===== src/rtl/inst_loader_if.sv =====
// inst_loader_if: byte-stream input and instruction-memory write bundle for the loader
interface inst_loader_if #(parameter int ADDR_W = 11);
    logic [7:0]        i_byte;
    logic              i_byte_valid;
    logic              o_byte_ready;
    logic              o_wr_en;
    logic [ADDR_W-1:0] o_wr_addr;
    logic [7:0]        o_wr_data;
    logic              o_cpu_hold;
    logic              o_done;
    logic              o_error;
    logic [ADDR_W:0]   o_byte_count;
    modport master (
        output i_byte, i_byte_valid,
        input  o_byte_ready, o_wr_en, o_wr_addr, o_wr_data, o_cpu_hold, o_done, o_error, o_byte_count
    );
    modport slave (
        input  i_byte, i_byte_valid,
        output o_byte_ready, o_wr_en, o_wr_addr, o_wr_data, o_cpu_hold, o_done, o_error, o_byte_count
    );
endinterface


===== src/rtl/inst_loader.sv =====
// inst_loader: frames a byte stream (len lo/hi, payload, checksum) into instruction-memory writes
module inst_loader #(
    parameter int ADDR_W = 11,
    parameter int DEPTH  = 2048
) (
    input logic          i_clk,
    input logic          i_reset,
    inst_loader_if.slave bus
);
    localparam logic [2:0] S_LEN_LO = 3'd0;
    localparam logic [2:0] S_LEN_HI = 3'd1;
    localparam logic [2:0] S_DATA   = 3'd2;
    localparam logic [2:0] S_CHK    = 3'd3;
    localparam logic [2:0] S_DONE   = 3'd4;
    localparam logic [2:0] S_ERR    = 3'd5;
    localparam logic [15:0] DEPTH16 = 16'(DEPTH);
    logic [2:0]        state_q, state_d;
    logic [15:0]       len_q, len_d;
    logic [7:0]        sum_q, sum_d;
    logic [ADDR_W:0]   count_q, count_d;
    logic              wr_en_q, wr_en_d;
    logic [ADDR_W-1:0] wr_addr_q, wr_addr_d;
    logic [7:0]        wr_data_q, wr_data_d;
    logic              done_q, done_d;
    logic              error_q, error_d;
    logic              hold_q, hold_d;
    logic              ready;
    logic              accept;
    logic [15:0]       len_full;
    logic [ADDR_W:0]   count_nxt;
    assign ready     = (state_q == S_LEN_LO) || (state_q == S_LEN_HI) || (state_q == S_DATA) || (state_q == S_CHK);
    assign accept    = bus.i_byte_valid && ready;
    assign len_full  = {bus.i_byte, len_q[7:0]};
    assign count_nxt = count_q + 1'b1;
    always_comb begin
        state_d   = state_q;
        len_d     = len_q;
        sum_d     = sum_q;
        count_d   = count_q;
        wr_en_d   = 1'b0;
        wr_addr_d = wr_addr_q;
        wr_data_d = wr_data_q;
        done_d    = done_q;
        error_d   = error_q;
        if (accept) begin
            case (state_q)
                S_LEN_LO: begin
                    len_d   = {len_q[15:8], bus.i_byte};
                    state_d = S_LEN_HI;
                end
                S_LEN_HI: begin
                    len_d   = len_full;
                    state_d = (len_full > DEPTH16) ? S_ERR : (len_full == 16'd0) ? S_CHK : S_DATA;
                    error_d = len_full > DEPTH16;
                end
                S_DATA: begin
                    wr_en_d   = 1'b1;
                    wr_addr_d = count_q[ADDR_W-1:0];
                    wr_data_d = bus.i_byte;
                    sum_d     = sum_q + bus.i_byte;
                    count_d   = count_nxt;
                    state_d   = (16'(count_nxt) == len_q) ? S_CHK : S_DATA;
                end
                S_CHK: begin
                    done_d  = bus.i_byte == sum_q;
                    error_d = bus.i_byte != sum_q;
                    state_d = (bus.i_byte == sum_q) ? S_DONE : S_ERR;
                end
                default: state_d = state_q;
            endcase
        end
        hold_d = ~done_d;
    end
    always_ff @(posedge i_clk) begin
        if (!i_reset) begin
            state_q   <= S_LEN_LO;
            len_q     <= '0;
            sum_q     <= '0;
            count_q   <= '0;
            wr_en_q   <= 1'b0;
            wr_addr_q <= '0;
            wr_data_q <= '0;
            done_q    <= 1'b0;
            error_q   <= 1'b0;
            hold_q    <= 1'b1;
        end else begin
            state_q   <= state_d;
            len_q     <= len_d;
            sum_q     <= sum_d;
            count_q   <= count_d;
            wr_en_q   <= wr_en_d;
            wr_addr_q <= wr_addr_d;
            wr_data_q <= wr_data_d;
            done_q    <= done_d;
            error_q   <= error_d;
            hold_q    <= hold_d;
        end
    end
    assign bus.o_byte_ready = ready;
    assign bus.o_wr_en      = wr_en_q;
    assign bus.o_wr_addr    = wr_addr_q;
    assign bus.o_wr_data    = wr_data_q;
    assign bus.o_cpu_hold   = hold_q;
    assign bus.o_done       = done_q;
    assign bus.o_error      = error_q;
    assign bus.o_byte_count = count_q;
endmodule


===== src/flat_wrapper.sv =====
// flat-port wrapper written by rule: the top's interface ports become plain ports
module inst_loader_flat 
#(
    parameter int ADDR_W = 11,
    parameter int DEPTH  = 2048
)
  (i_clk, i_reset, bus_i_byte, bus_i_byte_valid, bus_o_byte_ready, bus_o_wr_en, bus_o_wr_addr, bus_o_wr_data, bus_o_cpu_hold, bus_o_done, bus_o_error, bus_o_byte_count);
  inst_loader_if #(.ADDR_W(ADDR_W)) bus_i ();
  input logic i_clk;
  input logic i_reset;
  input wire logic [$bits(bus_i.i_byte)-1:0] bus_i_byte;
  input wire logic [$bits(bus_i.i_byte_valid)-1:0] bus_i_byte_valid;
  output wire logic [$bits(bus_i.o_byte_ready)-1:0] bus_o_byte_ready;
  output wire logic [$bits(bus_i.o_wr_en)-1:0] bus_o_wr_en;
  output wire logic [$bits(bus_i.o_wr_addr)-1:0] bus_o_wr_addr;
  output wire logic [$bits(bus_i.o_wr_data)-1:0] bus_o_wr_data;
  output wire logic [$bits(bus_i.o_cpu_hold)-1:0] bus_o_cpu_hold;
  output wire logic [$bits(bus_i.o_done)-1:0] bus_o_done;
  output wire logic [$bits(bus_i.o_error)-1:0] bus_o_error;
  output wire logic [$bits(bus_i.o_byte_count)-1:0] bus_o_byte_count;
  assign bus_i.i_byte = bus_i_byte;
  assign bus_i.i_byte_valid = bus_i_byte_valid;
  assign bus_o_byte_ready = bus_i.o_byte_ready;
  assign bus_o_wr_en = bus_i.o_wr_en;
  assign bus_o_wr_addr = bus_i.o_wr_addr;
  assign bus_o_wr_data = bus_i.o_wr_data;
  assign bus_o_cpu_hold = bus_i.o_cpu_hold;
  assign bus_o_done = bus_i.o_done;
  assign bus_o_error = bus_i.o_error;
  assign bus_o_byte_count = bus_i.o_byte_count;
  inst_loader #(.ADDR_W(ADDR_W), .DEPTH(DEPTH)) u_core (.i_clk(i_clk), .i_reset(i_reset), .bus(bus_i));
endmodule

===== config.mk =====
export PLATFORM = sky130hd
export DESIGN_NAME = inst_loader_flat
export DESIGN_NICKNAME = d
export VERILOG_FILES = /design/src/rtl/inst_loader_if.sv /design/src/rtl/inst_loader.sv /design/src/flat_wrapper.sv
export SDC_FILE = /design/constraint.sdc
export NUM_CORES = 1
export LEC_CHECK = 0
export ABC_CLOCK_PERIOD_IN_PS = 6060
export CAP_MARGIN = 30
export CORE_MARGIN = 4
export CORE_UTILIZATION = 45
export CTS_BUF_LIST = sky130_fd_sc_hd__clkbuf_4
export CTS_CLUSTER_DIAMETER = 60
export DETAILED_ROUTE_END_ITERATION = 16
export DONT_BUFFER_PORTS = 1
export PLACE_DENSITY = 0.68
export SETUP_SLACK_MARGIN = 0.1
export SLEW_MARGIN = 25
export SYNTH_ARGS = -nofsm -noshare
export SYNTH_HDL_FRONTEND = slang
export SYNTH_SLANG_ARGS = --single-unit

===== constraint.sdc =====
create_clock -name i_clk -period 6.06 [get_ports i_clk]
set_clock_uncertainty 0.05 [all_clocks]
set_input_delay 1.515 -clock i_clk [delete_from_list [all_inputs] [get_ports i_clk]]
set_output_delay 1.515 -clock i_clk [all_outputs]
set_load 0.05 [all_outputs]

# == Word level (Yosys, flattened, before mapping) ==
# Cells that the tools add are included.
# classes
addsub,2
magnitude_cmp,1
eq_ne,6
mux,10
bitwise,3
reduce_logical,14
# ops
cell,count
16-bit one-hot mux with 2 select lines,1
12-bit by 16-bit equality test with 1-bit output,1
"16-bit by 12-bit > comparator with 1-bit output, second input constant",1
16-bit logical NOT,1
"12-bit by 1-bit adder with 12-bit output, second input constant",1
3-bit one-hot mux with 4 select lines,1
8-bit adder,1
8-bit equality test,1
8-bit != test,1
2-bit AND reduction,4
"3-bit by 2-bit equality test with 1-bit output, second input constant",2
1-bit two-way mux,6
3-bit AND reduction,2
4-bit nonzero test,1
"3-bit by 1-bit equality test with 1-bit output, second input constant",1
3-bit logical NOT,1
1-bit logical OR,3
3-bit two-way mux,1
1-bit NOT,3
1-bit one-hot mux with 2 select lines,1
2-bit nonzero test,1
1-bit logical AND,1
# word_totals
reg_bits,62
in_bits,11
output_inout_bits,36
word_cells,47

# == Depth between registers and ports, before layout ==
# logic_depth
word_depth,7
mapped_depth,8
depth_no_buf,8

# == Worst setup path after synthesis ==
# No wires, ideal clock.
# synth_path
path_kind,input -> register
startpoint,in bus_i_byte[4]
endpoint,reg u_core.state_q[0]
setup_time_ns,0.131
arrival_time_ns,2.969
required_time_ns,5.879
path_slack_ns,2.910
path_stages,6
n_path_buf,0
cell_sequence,ha_1 or4_4 o41ai_2 o21ai_1 o311ai_2 o41ai_2
# synth_via
elab_chain_len,4
elab_cells_between_ends,7
classes_between,order compare: 1; eq/ne: 1; mux: 4; reduce/logical: 1
# synth_lines
element,line_no,source
start: declaration,flat_wrapper.sv:11,input wire logic [$bits(bus_i.i_byte)-1:0] bus_i_byte;
"parallel branches: the longest is 3 deep, another holds 16-bit by 12-bit > comparator with 1-bit output",-,
3-bit one-hot mux with 4 select lines *,inst_loader.sv:46,case (state_q)
end signal: assignment,inst_loader.sv:87,state_q <= state_d;
end: declaration,inst_loader.sv:17,"logic [2:0] state_q, state_d;"
# Mark *: on every way between the ends.
# A chain may end at the register's enable or synchronous reset.

# == Final worst setup path ==
# layout_path
startpoint,in bus_i_byte_valid
endpoint,reg u_core.count_q[10] (netlist: u_core.bus.o_byte_count[10])
# layout_via
elab_chain_len,2
# layout_lines
element,line_no,source
start: declaration,flat_wrapper.sv:12,input wire logic [$bits(bus_i.i_byte_valid)-1:0] bus_i_byte_valid;
1-bit logical AND,inst_loader.sv:32,assign accept = bus.i_byte_valid && ready;
2-bit AND reduction (no line),-,
end signal: assignment,inst_loader.sv:90,count_q <= count_d;
end: declaration,inst_loader.sv:20,"logic [ADDR_W:0] count_q, count_d;"
# No other way between the ends.

==> run metrics <==
die height 92.7 um; largest net degree at the start of global routing 69; cts hold-fix bufs 0; layout cell share with drive strength beyond 1 7.03%; residual antenna-violating net count after detailed routing 0; worst-path fanout max 25; worst hold path class reg2reg; NetSw 192 uW; max cap viols 0; final setup fails 0; HPWL after detailed placement 5.01 mm; Crit. End Element flip-flop; first-pass GRT wire length 12.2 mm; # rows 30; Synth top cells by count nand2_1 (97), dfxtp_1 (62), a21boi_0 (43); Yosys reg bits 62; Seq/Total Area, Yosys 38.5%; die footprint 8590 sq um; Comb pwr share 6.0%; die boundary width 92.7 um; status completed; biggest area consumer among synthesized cells dfxtp_1; Worst setup SP type primary input; initial antenna violation count 0; DRT Pass-1 Iters 4; Root Buffer Master clkbuf_4; Avg Cell Area, Syn 8.23 sq um; fraction of power consumed by sequential logic 53.6%; setup TNS 0 ps; Syn-to-layout area delta 5.70%; n_diodes 0; total chip power 793 uW; clock sinks 62; synth unique cells 50; Nets 399; filler instances 673; total of warnings raised by yosys 0; Switching Fraction 24.2%; share of Yosys cell area claimed by the top area cell type 38.5%; Max VDD drop 0.103 mV; mapped cell area 3230 sq um; Period Utilization, post-route 48.7%; clk slew on worst S/H paths 100 ps; Pins Over Slew Limit 0; max_slew headroom 44.2%; worst-skew pair later-pin latency 420 ps; drt drc 0; RSZ-0062 raised after global routing no; ys async rst share 0%; PD cells 232 nW/um^2; most common cell in the netlist nand2_1; syn nets 412; htree depth 3; LEAKAGE 0.00119 uW; Inserted Clock Buffers 9; gp weighted congestion 0.872; highest clock rate 0.339 GHz; clk buf depth 2; Synth Flop Type dfxtp_1; Ports 47; DR vias/cell 5.48; Final min period 2950 ps; total wire length 7.16 mm; core area 6870 sq um; DR WL/cell 14.9 um; Mapped Cells 392; postcts setup bufs 0; Internal 601 uW; WP data required 6330 ps; Crit Path Class in2reg; post_cts resized 0; Slew @ Worst Pin 830 ps; Reg2Reg Setup Slack 3530 ps; CP arrival 3220 ps; Initial DRC Count 140; Fin. Hold Viols 0; vias in the first global route 2530; Post-synth EDFFs 0; Via Count 2630; CTS tree built; GR Util All Layers 17.9%; GRT Residual Overflow 0; Initial Utilization 47.0%; I/O Buffers 0; Clk pwr share 40.4%; top cells by area, synth dfxtp_1 (38%), nand2_1 (11%), a21boi_0 (10%), xnor2_1 (3.8%), xor2_1 (3.8%)
==> worst paths after layout <==
kind | endpoint | startpoint | depth (start not counted)
min | u_core.len_q[14] | u_core.len_q[14] | 2
max reg2reg | u_core.bus.o_byte_count[10] | u_core.state_q[1] | 6
max | u_core.bus.o_byte_count[10] | bus_i_byte_valid | 6
min reg2reg | u_core.len_q[14] | u_core.len_q[14] | 2
==> kinds of logic (layout without fill, tap and decap cells) <==
| group | count (synthesis) | in the layout | share of synthesized area, % |
|---|---|---|---|
| and+or+nand+nor | 178 | 178 | 26.9 |
| adders and majority gates | 9 | 9 | 3.72 |
| AOI/OAI and AO/OA | 78 | 78 | 18.0 |
| buffers and inverters | 35 | 27 | 4.73 |
| DFF | 62 | 62 | 38.5 |
| xor gates and xnor gates | 28 | 28 | 7.60 |
| muxes | 2 | 2 | 0.620 |
==> cell type report <==
type	count	area, sq um	share of cell area [%]
Inverter	9	33.8	0.990
Tap cell	96	120	3.52
Multi-Input combinational cell	295	1840	54.1
Clock buffer	9	67.6	1.98
Clock inverter	7	88.8	2.60
Sequential cell	62	1240	36.4
Timing Repair Buffer	2	15.0	0.440
==> per-layer routing <==
metal  up-vias  global-route usage [%]  part of all wire [%]
met5         -                       0                     0
met2        61                    29.8                    49
met4         0                    5.62                   1.3
li1       1314                       -                     -
met3         8                    7.88                   6.5
met1      1247                    20.6                    44
==> power by group through the flow <==
stage                     sequential, uW  combinational, uW  clock (uW)
final                                425               47.8         320
after global routing                 427               54.2         352
after CTS                            425               48.2         332
after detailed placement             435               47.9           0
after global placement               434               47.0           0
after floorplan                      431               46.6           0
==> cell usage in the layout, fill, tap and decap left out, types with 8 or more instances in the layout <==
master and instances:
a21boi_0 43, o21ai_0 11, nor2_1 8, xor2_1 14, nand2_1 97, nor3_1 11
dfxtp_1 62, xnor2_1 14, nand3_1 11, ha_1 8, inv_1 9, clkbuf_4 9
and2_1 14
==> per-stage QoR <==
| step | worst slack, ps | cells | hold WS [ps] | cell area (sq um) | util [%] |
|---|---|---|---|---|---|
| 2_1_floorplan | 2910 | 392 | 393 | 3230 | - |
| 3_3_place_gp | 2710 | 464 | 405 | 3250 | 47.4 |
| 3_5_place_dp | 2630 | 464 | 409 | 3250 | 47.4 |
| 5_1_grt | 3020 | 480 | 453 | 3410 | 49.7 |
| 6_report | 3110 | 480 | 422 | 3410 | 49.7 |
| 4_1_cts | 3100 | 480 | 423 | 3410 | 49.7 |
==> critical path, cell delays in order <==
cell       delay [ps]
nand4bb_2         520
buf_4             430
nor3_1            290
and3_1            210
xor2_1             60
and2_1            180
==> state kept, by name, summed over array words and instances (netlist names) <==
name and flops:
u_core.bus.o_cpu_hold 1, u_core.bus.o_wr_data 8, u_core.bus.o_byte_count 12, u_core.state_q 3, u_core.sum_q 8, u_core.bus.o_wr_addr 11, u_core.bus.o_wr_en 1, u_core.bus.o_done 1
u_core.len_q 16, u_core.bus.o_error 1
No activity file was read; power rests on OpenSTA's default activity.
